## src/rtl/dmem_arbiter.sv

```systemverilog
// Arbiter sharing the single-port data memory between the CPU load/store path and a debug/loader master.
// Optional build macro DMEM_ARB_STATS_EN adds saturating grant/stall statistics counters.
module dmem_arbiter #(
    parameter int ADDR_W   = 32,
    parameter int DATA_W   = 32,
    parameter int LEN_W    = 4,
    parameter int MAX_WAIT = 8
) (
    input  logic              clk,
    input  logic              rst,
    input  logic              cpu_req,
    input  logic              cpu_we,
    input  logic [ADDR_W-1:0] cpu_addr,
    input  logic [DATA_W-1:0] cpu_wdata,
    output logic              cpu_gnt,
    output logic              cpu_stall,
    output logic [DATA_W-1:0] cpu_rdata,
    input  logic              dbg_req,
    input  logic              dbg_we,
    input  logic [ADDR_W-1:0] dbg_addr,
    input  logic [LEN_W-1:0]  dbg_len,
    input  logic [DATA_W-1:0] dbg_wdata,
    output logic              dbg_gnt,
    output logic [DATA_W-1:0] dbg_rdata,
    output logic              dbg_done,
`ifdef DMEM_ARB_STATS_EN
    output logic [15:0]       cpu_gnt_cnt,
    output logic [15:0]       dbg_gnt_cnt,
    output logic [15:0]       stall_cnt,
`endif
    output logic              mem_we,
    output logic [ADDR_W-1:0] mem_addr,
    output logic [DATA_W-1:0] mem_wdata,
    input  logic [DATA_W-1:0] mem_rdata
);

    localparam logic [0:0] S_FREE  = 1'b0;
    localparam logic [0:0] S_BURST = 1'b1;
    localparam int WAIT_W = $clog2(MAX_WAIT + 1);

    logic [0:0]        state, state_nxt;
    logic [LEN_W-1:0]  beat_cnt, beat_nxt;
    logic [ADDR_W-1:0] base_addr, base_nxt;
    logic [WAIT_W-1:0] dbg_wait;

    logic              cpu_win, dbg_win, first_beat;
    logic [LEN_W-1:0]  first_cnt;
    logic [ADDR_W-1:0] dbg_beat_addr;

    assign first_cnt = (dbg_len == '0) ? '0 : dbg_len - LEN_W'(1);

    // Grants are suppressed while rst is high so an in-flight burst vanishes at once
    always_comb begin
        cpu_win    = 1'b0;
        dbg_win    = 1'b0;
        first_beat = 1'b0;
        if (!rst) begin
            case (state)
                S_FREE: begin
                    if (dbg_req && (!cpu_req || dbg_wait == WAIT_W'(MAX_WAIT))) begin
                        dbg_win    = 1'b1;
                        first_beat = 1'b1;
                    end else if (cpu_req) begin
                        cpu_win = 1'b1;
                    end
                end
                S_BURST: dbg_win = dbg_req;
                default: ;
            endcase
        end
    end

    always_comb begin
        state_nxt = state;
        beat_nxt  = beat_cnt;
        base_nxt  = base_addr;
        case (state)
            S_FREE: begin
                if (first_beat) begin
                    base_nxt  = dbg_addr + ADDR_W'(4);
                    beat_nxt  = first_cnt;
                    state_nxt = (first_cnt != '0) ? S_BURST : S_FREE;
                end
            end
            S_BURST: begin
                if (dbg_req) begin
                    base_nxt = base_addr + ADDR_W'(4);
                    beat_nxt = beat_cnt - LEN_W'(1);
                    if (beat_cnt == LEN_W'(1)) state_nxt = S_FREE;
                end else begin
                    state_nxt = S_FREE;
                    beat_nxt  = '0;
                end
            end
            default: state_nxt = S_FREE;
        endcase
    end

    always_ff @(posedge clk or posedge rst) begin
        if (rst) begin
            state     <= S_FREE;
            beat_cnt  <= '0;
            base_addr <= '0;
        end else begin
            state     <= state_nxt;
            beat_cnt  <= beat_nxt;
            base_addr <= base_nxt;
        end
    end

    // Anti-starvation: a losing debug request ages until it is forced through
    always_ff @(posedge clk or posedge rst) begin
        if (rst)
            dbg_wait <= '0;
        else if (!dbg_req || dbg_win)
            dbg_wait <= '0;
        else if (dbg_wait != WAIT_W'(MAX_WAIT))
            dbg_wait <= dbg_wait + WAIT_W'(1);
    end

    assign dbg_beat_addr = (state == S_FREE) ? dbg_addr : base_addr;

    assign cpu_gnt   = cpu_win;
    assign dbg_gnt   = dbg_win;
    assign cpu_stall = cpu_req & ~cpu_win & ~rst;
    assign dbg_done  = first_beat ? (first_cnt == '0)
                                  : (dbg_win && beat_cnt == LEN_W'(1));

    assign mem_we    = (cpu_win & cpu_we) | (dbg_win & dbg_we);
    assign mem_addr  = cpu_win ? cpu_addr  : (dbg_win ? dbg_beat_addr : '0);
    assign mem_wdata = cpu_win ? cpu_wdata : (dbg_win ? dbg_wdata     : '0);
    assign cpu_rdata = cpu_win ? mem_rdata : '0;
    assign dbg_rdata = dbg_win ? mem_rdata : '0;

`ifdef DMEM_ARB_STATS_EN
    always_ff @(posedge clk or posedge rst) begin
        if (rst) begin
            cpu_gnt_cnt <= '0;
            dbg_gnt_cnt <= '0;
            stall_cnt   <= '0;
        end else begin
            if (cpu_gnt && cpu_gnt_cnt != 16'hFFFF) cpu_gnt_cnt <= cpu_gnt_cnt + 16'd1;
            if (dbg_gnt && dbg_gnt_cnt != 16'hFFFF) dbg_gnt_cnt <= dbg_gnt_cnt + 16'd1;
            if (cpu_stall && stall_cnt != 16'hFFFF) stall_cnt   <= stall_cnt + 16'd1;
        end
    end
`endif

endmodule

```

## config.mk

```make
export PLATFORM = sky130hd
export DESIGN_NAME = dmem_arbiter
export DESIGN_NICKNAME = d
export VERILOG_FILES = /design/src/rtl/dmem_arbiter.sv
export SDC_FILE = /design/constraint.sdc
export NUM_CORES = 1
export LEC_CHECK = 0
export ABC_CLOCK_PERIOD_IN_PS = 9800
export CAP_MARGIN = 20
export CELL_PAD_IN_SITES_DETAIL_PLACEMENT = 1
export CELL_PAD_IN_SITES_GLOBAL_PLACEMENT = 2
export CORE_ASPECT_RATIO = 1.1
export CORE_MARGIN = 3
export CORE_UTILIZATION = 20
export CTS_CLUSTER_SIZE = 8
export DETAILED_ROUTE_END_ITERATION = 10
export MAX_ROUTING_LAYER = met4
export PLACE_DENSITY_LB_ADDON = 0.12
export SLEW_MARGIN = 5
export SYNTH_ARGS = -nofsm -noshare
export SYNTH_HDL_FRONTEND = slang
export SYNTH_SLANG_ARGS = --single-unit
```

## constraint.sdc

```tcl
create_clock -name clk -period 9.8 [get_ports clk]
set_input_delay 1.47 -clock clk [delete_from_list [all_inputs] [get_ports clk]]
set_output_delay 1.47 -clock clk [all_outputs]
set_load 0.01 [all_outputs]
```

# --- Word-level counts from Yosys, hierarchy flattened ---
# Cells that the tools add are included.
op_classes:
  add_sub_neg: 5
  eq_ne: 5
  muxes: 31
  bitwise: 8
  n_reduce_logical: 11
ops:
  columns: ["op", "count"]
  rows:
  - ["$mux 32", 9]
  - ["$add 32x3->32 const B", 2]
  - ["$pmux 32 s2", 1]
  - ["$mux 4", 5]
  - ["$mux 1", 13]
  - ["$logic_not 4->1", 2]
  - ["$pmux 4 s2", 1]
  - ["$sub 4x1->4 const B", 2]
  - ["$add 4x1->4 const B", 1]
  - ["$and 1x1->1", 4]
  - ["$eq 4x1->1 const B", 1]
  - ["$eq 4x4->1 const B", 1]
  - ["$ne 2x2->1 const B", 2]
  - ["$ne 4x4->1 const B", 1]
  - ["$pmux 1 s2", 2]
  - ["$reduce_bool 4->1", 1]
  - ["$not 1->1", 3]
  - ["$logic_and 1x1->1", 2]
  - ["$logic_not 1->1", 2]
  - ["$logic_or 1x1->1", 2]
  - ["$reduce_and 2->1", 1]
  - ["$reduce_bool 2->1", 1]
  - ["$or 1x1->1", 1]
totals:
  reg_bits: 41
  in_bits: 170
  out_inout_bits: 133
  wordCells: 64

# --- Depth between registers and ports, before layout ---
# Gate-level depths: netlist of run 1.
depth:
  ltp_word: 9
  mapped_depth: 12
  mapped_depth_nobuf: 8

# --- Least setup slack after synthesis of run 1 ---
# OpenSTA, ideal clock, no wires.
synth_timing:
  path_type: "input-to-output"
  startpoint: "input rst"
  endpoint: "output mem_addr[11]"
  arrival_ps: 3888
  required_time_ps: 8330
  path_slack_ps: 4442
  cell_stages: 7
  path_buffers: 2
  cell_sequence: "inv_1 nand2_1 a211oi_1 clkbuf_1 buf_2 nand2_1 o21ai_0"
synth_via:
  elab_chain_cells: 3
  elab_cells_between_ends: 4
  classes_between: "mux (4)"
synth_rtl:
  columns: ["item", "line_no", "rtl"]
  rows:
  - ["start, declared", "10", "input logic rst,"]
  - ["$mux 1", "57", "if (!rst) begin"]
  - ["$mux 32", "130", "assign mem_addr = cpu_win ? cpu_addr : (dbg_win ? dbg_beat_addr : '0);"]
  - ["$mux 32 *", "130", null]
  - ["end, declared", "32", "output logic [ADDR_W-1:0] mem_addr,"]
# Every way passes the cells marked *; elsewhere a longest branch is shown, timed or not.

# --- Worst setup path in the final report of run 1 ---
layout_timing:
  startpoint: "input rst"
  endpoint: "output mem_wdata[23]"
layout_via:
  elab_chain_cells: 3
  elab_cells_between_ends: 4
  classes_between: "mux (4)"
layout_rtl:
  columns: ["item", "line_no", "rtl"]
  rows:
  - ["$mux 1", "57", null]
  - ["$mux 32", "131", "assign mem_wdata = cpu_win ? cpu_wdata : (dbg_win ? dbg_wdata : '0);"]
  - ["$mux 32 *", "131", null]
  - ["end, declared", "33", "output logic [DATA_W-1:0] mem_wdata,"]
# Marks and branches as above.

==> results of run 1 <==
## critical path, stage by stage
cell	delay, ns
clkdlybuf4s50_1	0.45
inv_2	0.06
buf_4	0.51
nand2_1	0.23
a211oi_4	0.89
buf_12	0.38
a22o_1	0.20
clkdlybuf4s50_1	0.70
## per-layer routing
layer | vias to the layer above | GRT usage | wire length [um]
met5 | - | - | 0
met4 | 0 | 0.0818 | 1130
met3 | 25 | 0.0809 | 2260
met2 | 201 | 0.387 | 14300
met1 | 2875 | 0.236 | 11200
li1 | 2828 | - | -
## flip-flops by register name (all words and copies together), names as in the netlist
name and cells:
state 1, beat_cnt 4, base_addr 32, dbg_wait 4
## worst max-delay path by stage
stage / start / endpoint / slack [ns] / depth (start not counted)
floorplan: rst / mem_addr[11] / 4.44 / 7
global placement: rst / mem_wdata[23] / 3.30 / 8
detailed placement: rst / mem_wdata[6] / 3.25 / 8
CTS: rst / mem_wdata[6] / 3.25 / 8
global route: rst / mem_wdata[6] / 3.09 / 8
finish: rst / mem_wdata[23] / 3.34 / 8
## cell type report
class	instances	area, sq um
sequential	41	1030
multi-input combinational	514	3470
fill	2758	14900
clock inverter	3	25.0
tap	300	375
antenna	11	27.5
inverter	15	56.3
clock buffer	5	125
timing repair buffer	311	3120
## where the power goes
| group | internal, uW | leakage [uW] | switching, uW | total, uW |
|---|---|---|---|---|
| Sequential | 245 | 0.000493 | 120 | 365 |
| Combinational | 314 | 0.00248 | 303 | 617 |
| Clock | 96.0 | 0.0000705 | 79.1 | 175 |
| Total | 655 | 0.00305 | 502 | 1160 |
## per-stage QoR
| step | util | hold slack (ns) | instance area [sq um] | power, uW | std cells |
|---|---|---|---|---|---|
| 4_1_cts | 0.355 | 0.521 | 8190 | 1170 | 1189 |
| 5_1_grt | 0.356 | 0.565 | 8220 | 1240 | 1200 |
| 2_1_floorplan | - | 0.463 | 4750 | 682 | 619 |
| 3_3_place_gp | 0.348 | 0.487 | 8020 | 959 | 1180 |
| 3_5_place_dp | 0.349 | 0.504 | 8040 | 992 | 1181 |
| 6_report | 0.356 | 0.517 | 8220 | 1160 | 1200 |
## cells by family (layout without fill, tap and decap cells)
group / count (synthesis) / count (layout) / share of synthesized area
muxes: 44 / 44 / 0.0949
adders and majority gates: 6 / 6 / 0.0158
AOI/OAI and AO/OA: 183 / 183 / 0.270
DFF: 41 / 41 / 0.216
xor gates and xnor gates: 12 / 12 / 0.0221
buffers and inverters: 64 / 334 / 0.0564
other: 0 / 11 / 0
and+or+nand+nor: 269 / 269 / 0.324
## placed cells by master, fill, tap and decap left out, drive strengths merged, types with 9 or more instances in the layout
cell type	instances
mux2i	36
nor3	19
nor2	31
and2	69
diode	11
o21ai	46
nand2	60
nand2b	9
buf	9
nand3b	9
inv	16
clkdlybuf4s50	302
dfrtp	41
a21oi	34
nand3	24
nor2b	14
xnor2	10
a22o	37
==> flow_metrics.py, run 1 <==
metrics = {
    "critical_path": {
        "cp-end-kind": "output pin",
        "reg2reg_depth": 7,
        "regToRegStartpoint": "state",
        "setup.worst_path.start_class": "input port",
        "worst-endpoint-required_ns": 8.33,
        "path_class": "in2out",
        "r2r-end": "base_addr[31]",
        "critPathMaxFanout": 81,
        "setup.reg_to_reg.worst_slack_ns": 5.55,
        "critPathArrivalTime_ns": 4.99,
    },
    "timing": {
        "finalMaxSlewViolations": 0,
        "rsz0062_at_grt": "false",
        "hold_violations": 0,
        "tightest_slew_ns": 1.03,
        "period_minus_slack_ns": 6.46,
        "max_freq_mhz": 155,
        "setup_ws_ns": 3.34,
        "setup_viol": 0,
        "final.setup.tns_ns": 0,
        "final.period_utilization": 0.659,
        "clock_skew_ns": 0.00813,
        "slew_headroom": 0.311,
    },
    "pwr": {
        "power.density_nw_per_um2": 141,
        "ir_worst_vdd_uv": 67.8,
        "p_leak_uw": 0.00305,
    },
    "drt": {
        "dr.first_iter.drc_count": 173,
        "wl_um": 28900,
        "via_count": 5929,
        "drt_pass1_iterations": 4,
        "post_drt_wl_per_cell_um": 24.1,
        "drtAntennaViolNets": 0,
        "via_per_inst": 4.94,
        "remaining_drc_errors": 0,
    },
    "clock_tree": {
        "cts.sinks": 41,
        "cts_tree": "done",
        "clk-insertion-delay-late_ns": 0.29,
        "clock-root-buffer": "clkbuf_16",
        "cts_buffers": 5,
        "clk_pin_slew_ns": 0.07,
        "cts_setup_buffers": 0,
        "cts_resized": 0,
        "cts_hold_buf": 0,
        "h-tree-depth": 2,
        "clock_path_buffers": 2,
    },
    "synth": {
        "synth_top_area_cell": "dfrtp_1",
        "synth_nets": 795,
        "synth_cell_types": 72,
        "synth_area_sq_um": 4750,
        "yosys-top-cells-count": "and2_1, nand2_1, o21ai_0, dfrtp_1, a22o_1",
        "avgSynthCellArea_sq_um": 7.67,
        "yosys_warnings": 0,
        "async_reset_ff_frac": 1.00,
        "ys_seq_elements": 41,
        "synth.yosys.seq_area_share": 0.216,
        "syn_inst": 619,
        "synth_top_area_share": 0.216,
        "synth-edff-count": 0,
        "yosys_most_used_dff": "dfrtp_1",
        "synth.area.top_cells": "dfrtp_1, and2_1, mux2i_1",
        "yosysMostFrequentCell": "and2_1",
    },
    "placed_design": {
        "hpwl_um": 23900,
        "dp_slack_ns": 3.25,
        "place.gp.congestion": 0.864,
        "port_buffers": 302,
    },
    "global_route": {
        "grt_usage": 0.224,
        "grt_max_degree": 86,
        "antenna_found_initial": 11,
        "grt_overflow": 0,
        "grt_pass1_vias": 6654,
        "grt_pass1_wl_um": 42700,
    },
    "layout": {
        "drive_above_1_share": 0.0540,
        "area_growth_pct": 73.2,
        "finalNetCount": 1064,
    },
    "worst_hold_path": {
        "min_to": "base_addr[0]",
        "min_from": "base_addr[0]",
        "holdPathStages": 1,
        "hold_class": "reg2reg",
    },
    "floorplanning": {
        "die_w_um": 153,
        "die_area_sq_um": 25600,
        "initial_core_util": 0.206,
        "io_pins": 303,
        "std_cell_rows": 58,
        "fp.dieH_um": 168,
        "core_area_sq_um": 23100,
    },
    "status": {
        "status": "completed",
    },
    "job": {
        "maxCapViolCount": 0,
    },
}
(Power assumes the default switching activity.)
==> inputs of run 2 (changes only) <==
--- a/config.mk
+++ b/config.mk
@@ -5,13 +5,13 @@
 export SDC_FILE = /design/constraint.sdc
 export NUM_CORES = 1
 export LEC_CHECK = 0
-export ABC_CLOCK_PERIOD_IN_PS = 9800
+export ABC_CLOCK_PERIOD_IN_PS = 6400
 export CAP_MARGIN = 20
 export CELL_PAD_IN_SITES_DETAIL_PLACEMENT = 1
 export CELL_PAD_IN_SITES_GLOBAL_PLACEMENT = 2
 export CORE_ASPECT_RATIO = 1.1
 export CORE_MARGIN = 3
-export CORE_UTILIZATION = 20
+export CORE_UTILIZATION = 19
 export CTS_CLUSTER_SIZE = 8
 export DETAILED_ROUTE_END_ITERATION = 10
 export MAX_ROUTING_LAYER = met4
==> constraint.sdc (replaced) <==
create_clock -name clk -period 6.4 [get_ports clk]
set_input_delay 0.96 -clock clk [delete_from_list [all_inputs] [get_ports clk]]
set_output_delay 0.96 -clock clk [all_outputs]
set_load 0.01 [all_outputs]
==> run 2 against run 1 <==
Non-clock buffer count grew 2. Largest power group unchanged. Die area is 5.1% higher. Sequential power increased by 56%. Sequential share of layout area is essentially flat. Global-route usage decreased by 3.2 points. Worst hold slack got worse by 0.013 ns. Final cell count grew 0.33%. First-iteration DRC count is 46% higher. Critical path type unchanged. Combinational power rose by 49%. Clock skew is 0.00056 ns higher. Wire length fell by 7.9%. Highest routed layer unchanged. Clock power grew 62%.
==> flow_metrics.py, run 2 (same netlist as run 1, synthesis figures left out) <==
metrics = {
    "status": {
        "status": "completed",
    },
    "layout": {
        "drive_above_1_share": 0.0561,
        "reg_top3": "base_addr: 32 flops, beat_cnt: 4 flops, dbg_wait: 4 flops",
        "finalNetCount": 1066,
        "area_growth_pct": 73.2,
        "stdcell_count": 1204,
        "seqCellArea_sq_um": 1030,
        "final_common_cell": "clkdlybuf4s50_1",
        "final_core_util": 0.335,
        "nFillCells": 2906,
        "multi_input_area_sq_um": 3470,
        "largest_register_ffs": 32,
        "most-common-layout-cells": "clkdlybuf4s50_1, and2_1, nand2_1",
        "largest-register": "base_addr",
    },
    "timing": {
        "rsz0062_at_grt": "false",
        "setup_ws_ns": 1.45,
        "slew_headroom": 0.378,
        "tightest_slew_ns": 0.934,
        "final.period_utilization": 0.774,
        "final.setup.tns_ns": 0,
        "period_minus_slack_ns": 4.95,
        "setup_viol": 0,
        "hold_violations": 0,
        "clock_skew_ns": 0.00868,
        "max_freq_mhz": 202,
        "finalMaxSlewViolations": 0,
    },
    "floorplanning": {
        "std_cell_rows": 60,
        "core_area_sq_um": 24500,
        "io_pins": 303,
        "fp.dieH_um": 172,
        "die_w_um": 157,
        "initial_core_util": 0.193,
        "die_area_sq_um": 26900,
    },
    "clock_tree": {
        "clk-insertion-delay-late_ns": 0.30,
        "h-tree-depth": 2,
        "cts_tree": "done",
        "cts_resized": 0,
        "clock-root-buffer": "clkbuf_16",
        "clk_pin_slew_ns": 0.06,
        "clock_path_buffers": 2,
        "cts.sinks": 41,
        "cts_hold_buf": 0,
        "cts_setup_buffers": 0,
        "cts_buffers": 5,
    },
    "drt": {
        "post_drt_wl_per_cell_um": 22.1,
        "via_count": 5862,
        "drtAntennaViolNets": 0,
        "drt_pass1_iterations": 5,
        "m1WireLength_um": 12000,
        "wl_um": 26600,
        "remaining_drc_errors": 0,
        "dr_wl_met2_um": 13000,
        "dr.first_iter.drc_count": 253,
        "top_layer_used": "met4",
        "via_per_inst": 4.87,
        "dr_wl_met3_um": 1390,
    },
    "critical_path": {
        "critPathArrivalTime_ns": 3.99,
        "cpMaxStageDelayCell": "buf_4",
        "path_buf_inv": 4,
        "path_class": "in2out",
        "cp_cell_sequence": "clkdlybuf4s50_1 > inv_2 > nand2_1 > a211oi_4 > buf_4 > a22o_1 > clkdlybuf4s50_1",
        "path_common_cell": "clkdlybuf4s50_1",
        "critPathMaxFanout": 81,
        "slowest_delay_ns": 0.66,
        "cpLargestDelayFamily": "buffers and inverters",
        "cp-end-kind": "output pin",
        "worst-endpoint-required_ns": 5.44,
        "setup.worst_path.start_class": "input port",
    },
    "placed_design": {
        "port_buffers": 302,
        "place.gp.congestion": 0.812,
        "hpwl_um": 21200,
        "dp_slack_ns": 1.41,
        "dp_cells": 1192,
    },
    "global_route": {
        "grt_pass1_vias": 6133,
        "grt_overflow": 0,
        "grt_pass1_wl_um": 38200,
        "antenna_found_initial": 2,
        "grt_max_degree": 85,
        "grt_usage": 0.192,
    },
    "pwr": {
        "total_power_uw": 1770,
        "p_leak_uw": 0.00306,
        "power.density_nw_per_um2": 215,
        "ir_worst_vdd_uv": 95.6,
    },
    "job": {
        "maxCapViolCount": 0,
    },
    "worst_hold_path": {
        "hold_class": "reg2reg",
    },
}
## run 2: final timing paths
check                        startpoint       endpoint  slack (ns)  cells past startpoint
setup reg to reg                  state  base_addr[31]        2.76                      7
min in group asynchronous           rst   base_addr[1]        1.06                      2
max in group asynchronous           rst    dbg_wait[1]        4.61                      3
hold / removal             base_addr[0]   base_addr[0]        0.50                      1
setup / recovery                    rst  mem_wdata[14]        1.45                      7
hold reg to reg            base_addr[0]   base_addr[0]        0.50                      1
## run 2: metal layers
| metal | global-route usage | vias to the layer above |
|---|---|---|
| li1 | - | 2806 |
| met1 | 0.257 | 2885 |
| met2 | 0.308 | 155 |
| met3 | 0.0340 | 16 |
| met4 | 0.0320 | 0 |
| met5 | - | - |
## run 2: stage by stage
stage	hold slack [ns]	area (sq um)
2_1_floorplan	0.463	4750
3_3_place_gp	0.486	8040
3_5_place_dp	0.494	8040
4_1_cts	0.510	8200
5_1_grt	0.516	8220
6_report	0.504	8220
## run 2: worst reg2reg max path, cell delays in order, from the launching register on
cell      delay [ns]
dfrtp_4         0.79
buf_4           0.54
nor2b_1         0.38
a2bb2o_1        0.22
nand4_1         0.54
nor4_2          0.69
xnor2_1         0.12
a211oi_1        0.26
## run 2: area by class of cell
type | count | share of cell area
multi-input combinational | 514 | 0.421
clock buffer | 7 | 0.0186
sequential | 41 | 0.125
tap | 310 | 0.0472
inverter | 15 | 0.00685
timing repair buffer | 313 | 0.379
clock inverter | 1 | 0.000609
antenna | 3 | 0.000913
## run 2: where the power goes
part           internal, uW  switching (uW)  leakage, uW
clock network           166             118    0.0000799
registers               375             193     0.000493
logic                   481             438      0.00249
total                  1020             750      0.00306
